### src/rtl/datapath_pkg.sv
// Shared widths and function-select opcodes for the datapath and its function unit.
package datapath_pkg;

   localparam int unsigned DATA_W = 16;
   localparam int unsigned REG_N  = 8;
   localparam int unsigned ADDR_W = 3;
   localparam int unsigned FS_W   = 4;

   localparam logic [FS_W-1:0] FS_TSA  = 4'h0;  // A
   localparam logic [FS_W-1:0] FS_INC  = 4'h1;  // A+1
   localparam logic [FS_W-1:0] FS_ADD  = 4'h2;  // A+B
   localparam logic [FS_W-1:0] FS_ADDC = 4'h3;  // A+B+1
   localparam logic [FS_W-1:0] FS_ADDN = 4'h4;  // A+~B
   localparam logic [FS_W-1:0] FS_SUB  = 4'h5;  // A+~B+1
   localparam logic [FS_W-1:0] FS_DEC  = 4'h6;  // A-1
   localparam logic [FS_W-1:0] FS_TSA2 = 4'h7;  // A
   localparam logic [FS_W-1:0] FS_AND  = 4'h8;
   localparam logic [FS_W-1:0] FS_OR   = 4'h9;
   localparam logic [FS_W-1:0] FS_XOR  = 4'hA;
   localparam logic [FS_W-1:0] FS_NOT  = 4'hB;
   localparam logic [FS_W-1:0] FS_TSB  = 4'hC;
   localparam logic [FS_W-1:0] FS_SHR  = 4'hD;
   localparam logic [FS_W-1:0] FS_SHL  = 4'hE;
   localparam logic [FS_W-1:0] FS_ZERO = 4'hF;

   // Opcodes 0000-0111 all go through the adder.
   function automatic logic is_arith(input logic [FS_W-1:0] fs);
      return ~fs[FS_W-1];
   endfunction

endpackage

### src/rtl/datapath_function_unit.sv
// Combinational function unit: adder/logic/shift selected by FS.
// Status flags V, C, N, Z exist only when DATAPATH_STATUS_EN is defined.
module function_unit
   import datapath_pkg::*;
(
   input  logic [DATA_W-1:0] a,
   input  logic [DATA_W-1:0] b,
   input  logic [FS_W-1:0]   fs,
   output logic [DATA_W-1:0] f
`ifdef DATAPATH_STATUS_EN
   ,
   output logic              v,
   output logic              c,
   output logic              n,
   output logic              z
`endif
);

`ifdef DATAPATH_STATUS_EN
   localparam int unsigned SUM_W = DATA_W + 1;
`else
   localparam int unsigned SUM_W = DATA_W;
`endif

   logic [DATA_W-1:0] b_op;
   logic              cin;
   logic [SUM_W-1:0]  sum;

   // Adder operand and carry-in per arithmetic opcode.
   always_comb begin
      b_op = '0;
      cin  = 1'b0;
      case (fs[2:0])
         3'd1:    cin = 1'b1;
         3'd2:    b_op = b;
         3'd3:    begin b_op = b;  cin = 1'b1; end
         3'd4:    b_op = ~b;
         3'd5:    begin b_op = ~b; cin = 1'b1; end
         3'd6:    b_op = '1;
         default: ;
      endcase
   end

   assign sum = SUM_W'(a) + SUM_W'(b_op) + SUM_W'(cin);

   always_comb begin
      f = '0;
      case (fs)
         FS_AND:  f = a & b;
         FS_OR:   f = a | b;
         FS_XOR:  f = a ^ b;
         FS_NOT:  f = ~a;
         FS_TSB:  f = b;
         FS_SHR:  f = b >> 1;
         FS_SHL:  f = b << 1;
         FS_ZERO: f = '0;
         default: f = sum[DATA_W-1:0];
      endcase
   end

`ifdef DATAPATH_STATUS_EN
   assign c = is_arith(fs) & sum[DATA_W];
   assign v = is_arith(fs) & (a[DATA_W-1] == b_op[DATA_W-1])
                           & (sum[DATA_W-1] != a[DATA_W-1]);
   assign n = f[DATA_W-1];
   assign z = (f == '0);
`endif

endmodule

### src/rtl/datapath.sv
// 8x16 register file with A/B read buses, B constant mux, function unit and load mux.
// Define DATAPATH_STATUS_EN to add the V, C, N, Z status outputs.
module datapath
   import datapath_pkg::*;
(
   input  logic              clk,
   input  logic              rst,
   input  logic [ADDR_W-1:0] DA,
   input  logic [ADDR_W-1:0] AA,
   input  logic [ADDR_W-1:0] BA,
   input  logic              MB,
   input  logic [FS_W-1:0]   FS,
   input  logic              MD,
   input  logic              RW,
   input  logic [DATA_W-1:0] Datain,
   output logic [DATA_W-1:0] Dataout,
   output logic [DATA_W-1:0] da,
   output logic [DATA_W-1:0] aa,
   output logic [DATA_W-1:0] ba
`ifdef DATAPATH_STATUS_EN
   ,
   output logic              V,
   output logic              C,
   output logic              N,
   output logic              Z
`endif
);

   logic [DATA_W-1:0] regs_q [REG_N];
   logic [DATA_W-1:0] regs_d [REG_N];
   logic [DATA_W-1:0] bus_a;
   logic [DATA_W-1:0] bus_b;
   logic [DATA_W-1:0] f;
   logic [DATA_W-1:0] wr_data;

   assign da      = regs_q[DA];
   assign aa      = regs_q[AA];
   assign ba      = regs_q[BA];
   assign bus_a   = regs_q[AA];
   assign bus_b   = MB ? DATA_W'(BA) : regs_q[BA];
   assign Dataout = bus_b;
   assign wr_data = MD ? Datain : f;

   function_unit u_fu (
      .a  (bus_a),
      .b  (bus_b),
      .fs (FS),
      .f  (f)
`ifdef DATAPATH_STATUS_EN
      ,
      .v  (V),
      .c  (C),
      .n  (N),
      .z  (Z)
`endif
   );

   // Reads see the pre-edge contents, so same-cycle read/write returns the old value.
   always_comb begin
      regs_d = regs_q;
      if (RW) begin
         regs_d[DA] = wr_data;
      end
   end

   always_ff @(posedge clk) begin
      if (rst) begin
         for (int i = 0; i < int'(REG_N); i++) begin
            regs_q[i] <= '0;
         end
      end else begin
         regs_q <= regs_d;
      end
   end

endmodule

### config.mk
export PLATFORM = sky130hd
export DESIGN_NAME = datapath
export DESIGN_NICKNAME = d
export VERILOG_FILES = /design/src/rtl/datapath_pkg.sv /design/src/rtl/datapath_function_unit.sv /design/src/rtl/datapath.sv
export SDC_FILE = /design/constraint.sdc
export NUM_CORES = 1
export LEC_CHECK = 0
export ABC_AREA = 1
export CAP_MARGIN = 10
export CELL_PAD_IN_SITES_DETAIL_PLACEMENT = 1
export CELL_PAD_IN_SITES_GLOBAL_PLACEMENT = 1
export CORE_ASPECT_RATIO = 0.8
export CORE_MARGIN = 1.5
export CORE_UTILIZATION = 40
export DETAILED_ROUTE_END_ITERATION = 16
export PLACE_DENSITY = 0.85
export SYNTH_ARGS = -nofsm -noshare
export SYNTH_HDL_FRONTEND = slang
export SYNTH_SLANG_ARGS = --single-unit
### constraint.sdc
create_clock -name clk -period 4.6 [get_ports clk]
set_clock_uncertainty 0.2 [all_clocks]
set_input_delay 0.92 -clock clk [delete_from_list [all_inputs] [get_ports clk]]
set_output_delay 0.92 -clock clk [all_outputs]
set_load 0.05 [all_outputs]
======== Word level (Yosys, flattened, before mapping) ========
Index checks and enable logic that the tools add are counted.
operators by class
  add/sub/neg operators ................... 2
  magnitude comparators ................... 4
  equality and inequality tests ........... 14
  mux-type cells .......................... 17
  bitwise gates (word level) .............. 8
  reductions and logical operators ........ 4
operators with widths
  cell                count
  $bmux 16 s3         3
  $mux 16             9
  $bwmux 128          1
  $pmux 16 s8         1
  $demux 16 s3        1
  $pmux 16 s3         1
  $eq 4x4->1 const B  8
  $not 16->16         2
  $add 16x1->16       1
  $add 16x16->16      1
  $and 16x16->16      1
  $or 16x16->16       1
  $xor 16x16->16      1
  $ge 4x4->1 const B  3
  $not 3->4           3
  $eq 3x3->1 const B  3
  $eq 3x2->1 const B  2
  $lt 4x1->1 const B  1
  $reduce_or 2->1     2
  $eq 3x1->1 const B  1
  $reduce_or 3->1     1
  $logic_and 1x1->1   1
  $mux 1              1
storage, ports and cells
  flip-flop bits (word level) ............. 128
  output and inout bits ................... 64
  logic and storage cells ................. 57

======== Depth between registers and ports, before layout ========
  depth in word-level cells ............... 12
  gate-level depth with buffers ........... 26
  depth with buffers taken out ............ 25

======== Hierarchy ========
From an unflattened synthesis, not the netlist that was laid out.
unflattened totals
  cell total of the unflattened synthesis .. 1859
  area, all modules ....................... 10960.5 µm²
by module, submodules not included
  module         instances  cells an instance  area each (µm²)
  datapath       1          1404               8380.5
  function_unit  1          455                2580.0

======== Least setup slack after synthesis ========
No wires, ideal clock.
  path type ............................... input to register
  start ................................... input BA[0]
  end ..................................... register regs_q[40] (netlist name)
  arrival time ............................ 4430 ps
  path slack .............................. -160 ps
  stages .................................. 20
  buffers on the path ..................... 2
  path through ............................ buf_6 -> buf_4 -> o211ai_1 -> nand2_1 -> nand2_1 -> nand2_1 -> nand2_1 -> o21ai_2 -> o21ai_0 -> a21oi_1 -> fa_1 -> fa_1 -> o21ai_0 -> nand2_1 -> nand3_1 -> xnor2_1 -> o21ai_0 -> nand3b_2 -> o21ai_4 -> a21oi_2
between the ends
  word-level cells in the longest chain between the ends .. 12
ends and longest elaborated chain
  item                       RTL line                                                    RTL
  start: declaration         datapath.sv:10                                              input logic [ADDR_W-1:0] BA,
  $not 3->4 (*)              --
  $bmux 16 s3 (*)            --
  $mux 16 (*) (2 in series)  --
  via ba[0]                  datapath.sv:19                                              output logic [DATA_W-1:0] ba
  $mux 16 (*)                datapath.sv:40                                              assign bus_b = MB ? DATA_W'(BA) : regs_q[BA];
  via Dataout[0]             datapath.sv:16                                              output logic [DATA_W-1:0] Dataout,
  $not 16->16                datapath_function_unit.sv:37, datapath_function_unit.sv:38
  $pmux 16 s3 (*)            datapath_function_unit.sv:33                                case (fs[2:0])
  $add 16x16->16 (*)         datapath_function_unit.sv:44                                assign sum = SUM_W'(a) + SUM_W'(b_op) + SUM_W'(cin);
  $add 16x1->16 (*)          datapath_function_unit.sv:44
  $pmux 16 s8 (*)            datapath_function_unit.sv:48                                case (fs)
  $mux 16 (*)                datapath.sv:42                                              assign wr_data = MD ? Datain : f;
  $bwmux 128 (*)             datapath.sv:62                                              regs_d[DA] = wr_data;
  end signal: assignment     datapath.sv:72                                              regs_q <= regs_d;
  end: declaration           datapath.sv:29                                              logic [DATA_W-1:0] regs_q [REG_N];
The timed path passes the listed nets; every way through them passes the cells marked *. The select of a mux whose other input is x is not followed.
A chain may end at the register's enable or synchronous reset.

======== Worst setup path in the final report ========
  start ................................... input BA[2]
  end ..................................... register regs_q[22] (netlist name)
between the ends
  word-level cells in the longest chain between the ends .. 12
ends and longest elaborated chain
  item                                         RTL line
  $not 3->4 (not written as such)              datapath.sv:40
  $bmux 16 s3                                  datapath.sv:40
  $mux 16 (not written as such) (2 in series)  datapath.sv:40
  $mux 16 (*)                                  datapath.sv:40
  $not 16->16                                  datapath_function_unit.sv:37, datapath_function_unit.sv:38
  $pmux 16 s3                                  datapath_function_unit.sv:33
  $add 16x16->16                               datapath_function_unit.sv:44
  $add 16x1->16                                datapath_function_unit.sv:44
  $pmux 16 s8 (*)                              datapath_function_unit.sv:48
  $mux 16 (*)                                  datapath.sv:42
  $bwmux 128 (*)                               datapath.sv:62
Every way passes the cells marked *; elsewhere a longest branch is shown, timed or not. The select of a mux whose other input is x is not followed.

==> impl_metrics.py <==
metrics = {
    "outcome": {
        "status": "completed",
    },
    "clock_tree": {
        "htreeDepth": 4,
        "cts.path.max_buffers": 2,
        "post_cts_buffers": 0,
        "clk_latency_ps": 440,
        "clk_pin_slew_worst_paths_ps": 60,
        "cts-root-buf": "clkbuf_16",
        "clock_sinks": 128,
        "numCtsBuffers": 17,
        "cts_tree": "done",
    },
    "global_route": {
        "grt_pass1_vias": 14257,
        "use_met2_pct": 55.97,
        "top_usage_layer": "met2",
        "antenna_found_initial": 0,
        "grt_max_degree": 81,
        "grt_overflow": 0,
        "grt_pass1_wl_um": 82050,
        "met3_usage_pct": 7.463,
        "grtUsageMet1_pct": 48.77,
        "grt_use_total_pct": 36.76,
    },
    "worst_setup_path": {
        "start_kind": "input port",
        "crit_type": "input port to register",
        "rr_startpoint": "regs_q[96]",
        "r2r_slack_ps": 710,
        "required_ps": 4790,
        "startpoint": "BA[2]",
        "crit_path_end_kind": "register",
        "rr_endpoint": "regs_q[22]",
        "critPathMaxFanout": 12,
        "rr_worst_depth": 21,
        "critPathArrivalTime_ps": 4610,
    },
    "yosys": {
        "ys_top_cells_by_count": "309 x nand2_1, 243 x inv_1, 239 x a21oi_1, 199 x o21ai_0, 138 x nand3_1",
        "synth_area_sq_um": 11230,
        "yosysTopAreaCellShare_pct": 22.82,
        "synth_area_per_cell_sq_um": 6.228,
        "yosysSeqAreaShare_pct": 22.82,
        "synthArstFlopShare_pct": 0,
        "yosysTopAreaCell": "dfxtp_1",
        "syn_inst": 1803,
        "yosysMostFrequentCell": "nand2_1",
        "synth_area_leaders": "dfxtp_1 23%, a21oi_1 11%, nand2_1 10%",
        "yosysWarnings": 0,
        "synth.net_count": 1885,
        "ys_ff_latch": 128,
        "synth_cell_types": 52,
        "synth_edf_count": 0,
        "synthFlopType": "dfxtp_1",
    },
    "routing": {
        "wire_per_inst_um": 23.29,
        "drt_wl_total_um": 53750,
        "via_count": 14101,
        "route.detailed.drc": 0,
        "drtIter0Drc": 1561,
        "vias_per_cell": 6.110,
        "ant_nets": 0,
        "detail_route.first_pass.iterations": 5,
    },
    "die": {
        "die_h_um": 152.9,
        "rows": 54,
        "core_area_sq_um": 27430,
        "dieWidth_um": 190.3,
        "dieArea_sq_um": 29090,
        "initial_core_util_pct": 40.94,
        "ioPinCount": 98,
    },
    "run": {
        "drv_cap": 0,
    },
    "sta": {
        "hold_viol": 0,
        "setup_ws_ps": 184.3,
        "maxSlewHeadroom_pct": 35.16,
        "finalCritPeriodShare_pct": 95.99,
        "max_freq_mhz": 226.5,
        "setup-violations-final": 0,
        "tightest_slew_ps": 971.6,
        "maxSlewViolCount": 0,
        "rsz0062_at_grt": "no",
        "min_period_ps": 4416,
    },
    "cells_and_area": {
        "drive_gt1_share_pct": 18.72,
        "fin_util_pct": 52.08,
        "reg_top3": "regs_q x128",
        "largest_reg_flops": 128,
        "n_antenna_cell": 0,
        "syn_to_final_growth_pct": 27.21,
        "regMostFlops": "regs_q",
        "final_nets": 2014,
    },
    "power": {
        "p_total_mw": 4.179,
        "clockPowerShare_pct": 33.8,
        "comb_power_share_pct": 38.0,
        "seqPwrFrac_pct": 28.2,
        "power.share.switching_pct": 37.72,
        "p_switching_mw": 1.577,
        "p_per_area_nw_per_um2": 292.5,
        "peakVddDrop_mv": 0.2817,
        "p_int_mw": 2.603,
        "leakage_nw": 6.516,
    },
    "worst_hold_path": {
        "hold_class": "register to register",
        "hold_end": "regs_q[39]",
        "hp-start": "regs_q[39]",
        "holdPathStages": 2,
    },
    "placement": {
        "pre_cts_ws_ps": -248.5,
        "place_congestion": 1.041,
        "place.detailed.hpwl_um": 38610,
        "io_buffer_count": 97,
    },
}
[cell families (layout without fill, tap and decap cells)]
| kind of cell | count (synthesis) | count (layout) | synth area share [%] |
|---|---|---|---|
| flip-flops | 128 | 128 | 22.82 |
| adder cells (fa/ha/maj) | 48 | 48 | 5.482 |
| AND/OR/NAND/NOR | 622 | 622 | 25.03 |
| AO/OA/AOI/OAI | 617 | 617 | 31.79 |
| buffers and inverters | 384 | 525 | 14.57 |
| XOR/XNOR | 4 | 4 | 0.3119 |
[placed cells by master (no fill, tap or decap), types with 52 or more instances in the layout]
master / count
nand2_1: 308
buf_4: 122
inv_1: 243
o21ai_0: 198
dfxtp_1: 128
a21oi_1: 239
buf_12: 67
nor2_1: 97
nand3_1: 138
o21ai_1: 52
[layer usage]
metal / up-vias / routed length, um
li1: 6271 / -
met1: 6907 / 22650
met2: 748 / 23540
met3: 175 / 4983
met4: 0 / 2574
met5: - / 0
[power by group through the flow]
stage                     Clock, mW  Combinational (mW)  Sequential [mW]
after global routing           1.46                1.67             1.18
after CTS                      1.41                1.55             1.18
after floorplan                   0               0.862             1.19
after detailed placement          0                1.53             1.20
after global placement            0                1.49             1.20
final                          1.41                1.59             1.18
[layout make-up]
type                    count  area (sq um)
fillers                  3644         13150
repair buffers            222          2580
clock inverters             5         75.07
clock buffers              26         519.2
well taps                 364         455.4
multi-input cells        1291          7064
inverters                 272          1028
flip-flops and latches    128          2562
[how the worst max path moves through the flow]
| stage | to |
|---|---|
| after detailed placement | regs_q[86] |
| after global placement | regs_q[86] |
| after floorplan | regs_q[40] |
| after global routing | regs_q[22] |
| final | regs_q[22] |
| after CTS | regs_q[22] |
[critical path, cell delays in order]
cell and delay (ps):
clkdlybuf4s50_1 540, buf_4 290, nand3_1 100, o21ai_1 250, nand2_1 120, o21ai_2 110, inv_2 70, o211ai_1 230
inv_1 90, fa_1 460, o21ai_4 230, a21oi_1 140, xnor2_1 300, o21ai_0 140, buf_4 170, o21bai_4 210
nand3_1 120, nand2_1 70, inv_1 50
[through the flow]
stage	area, sq um	TNS, ps	std cells	hold WS, ps
finish	14290	0	2308	349.2
global route	14290	0	2308	384.4
CTS	14250	0	2307	353.2
detailed placement	13650	-8067	2276	335.9
global placement	13650	-1914	2276	323.9
floorplan	11230	0	1803	304.6
[repair_timing]
action | CTS | global route
setup endpoints to repair | 0 | 13
hold buffers | 0 | 0
resized for setup | 0 | 2
Note: power is estimated with default switching activity, not from simulation.
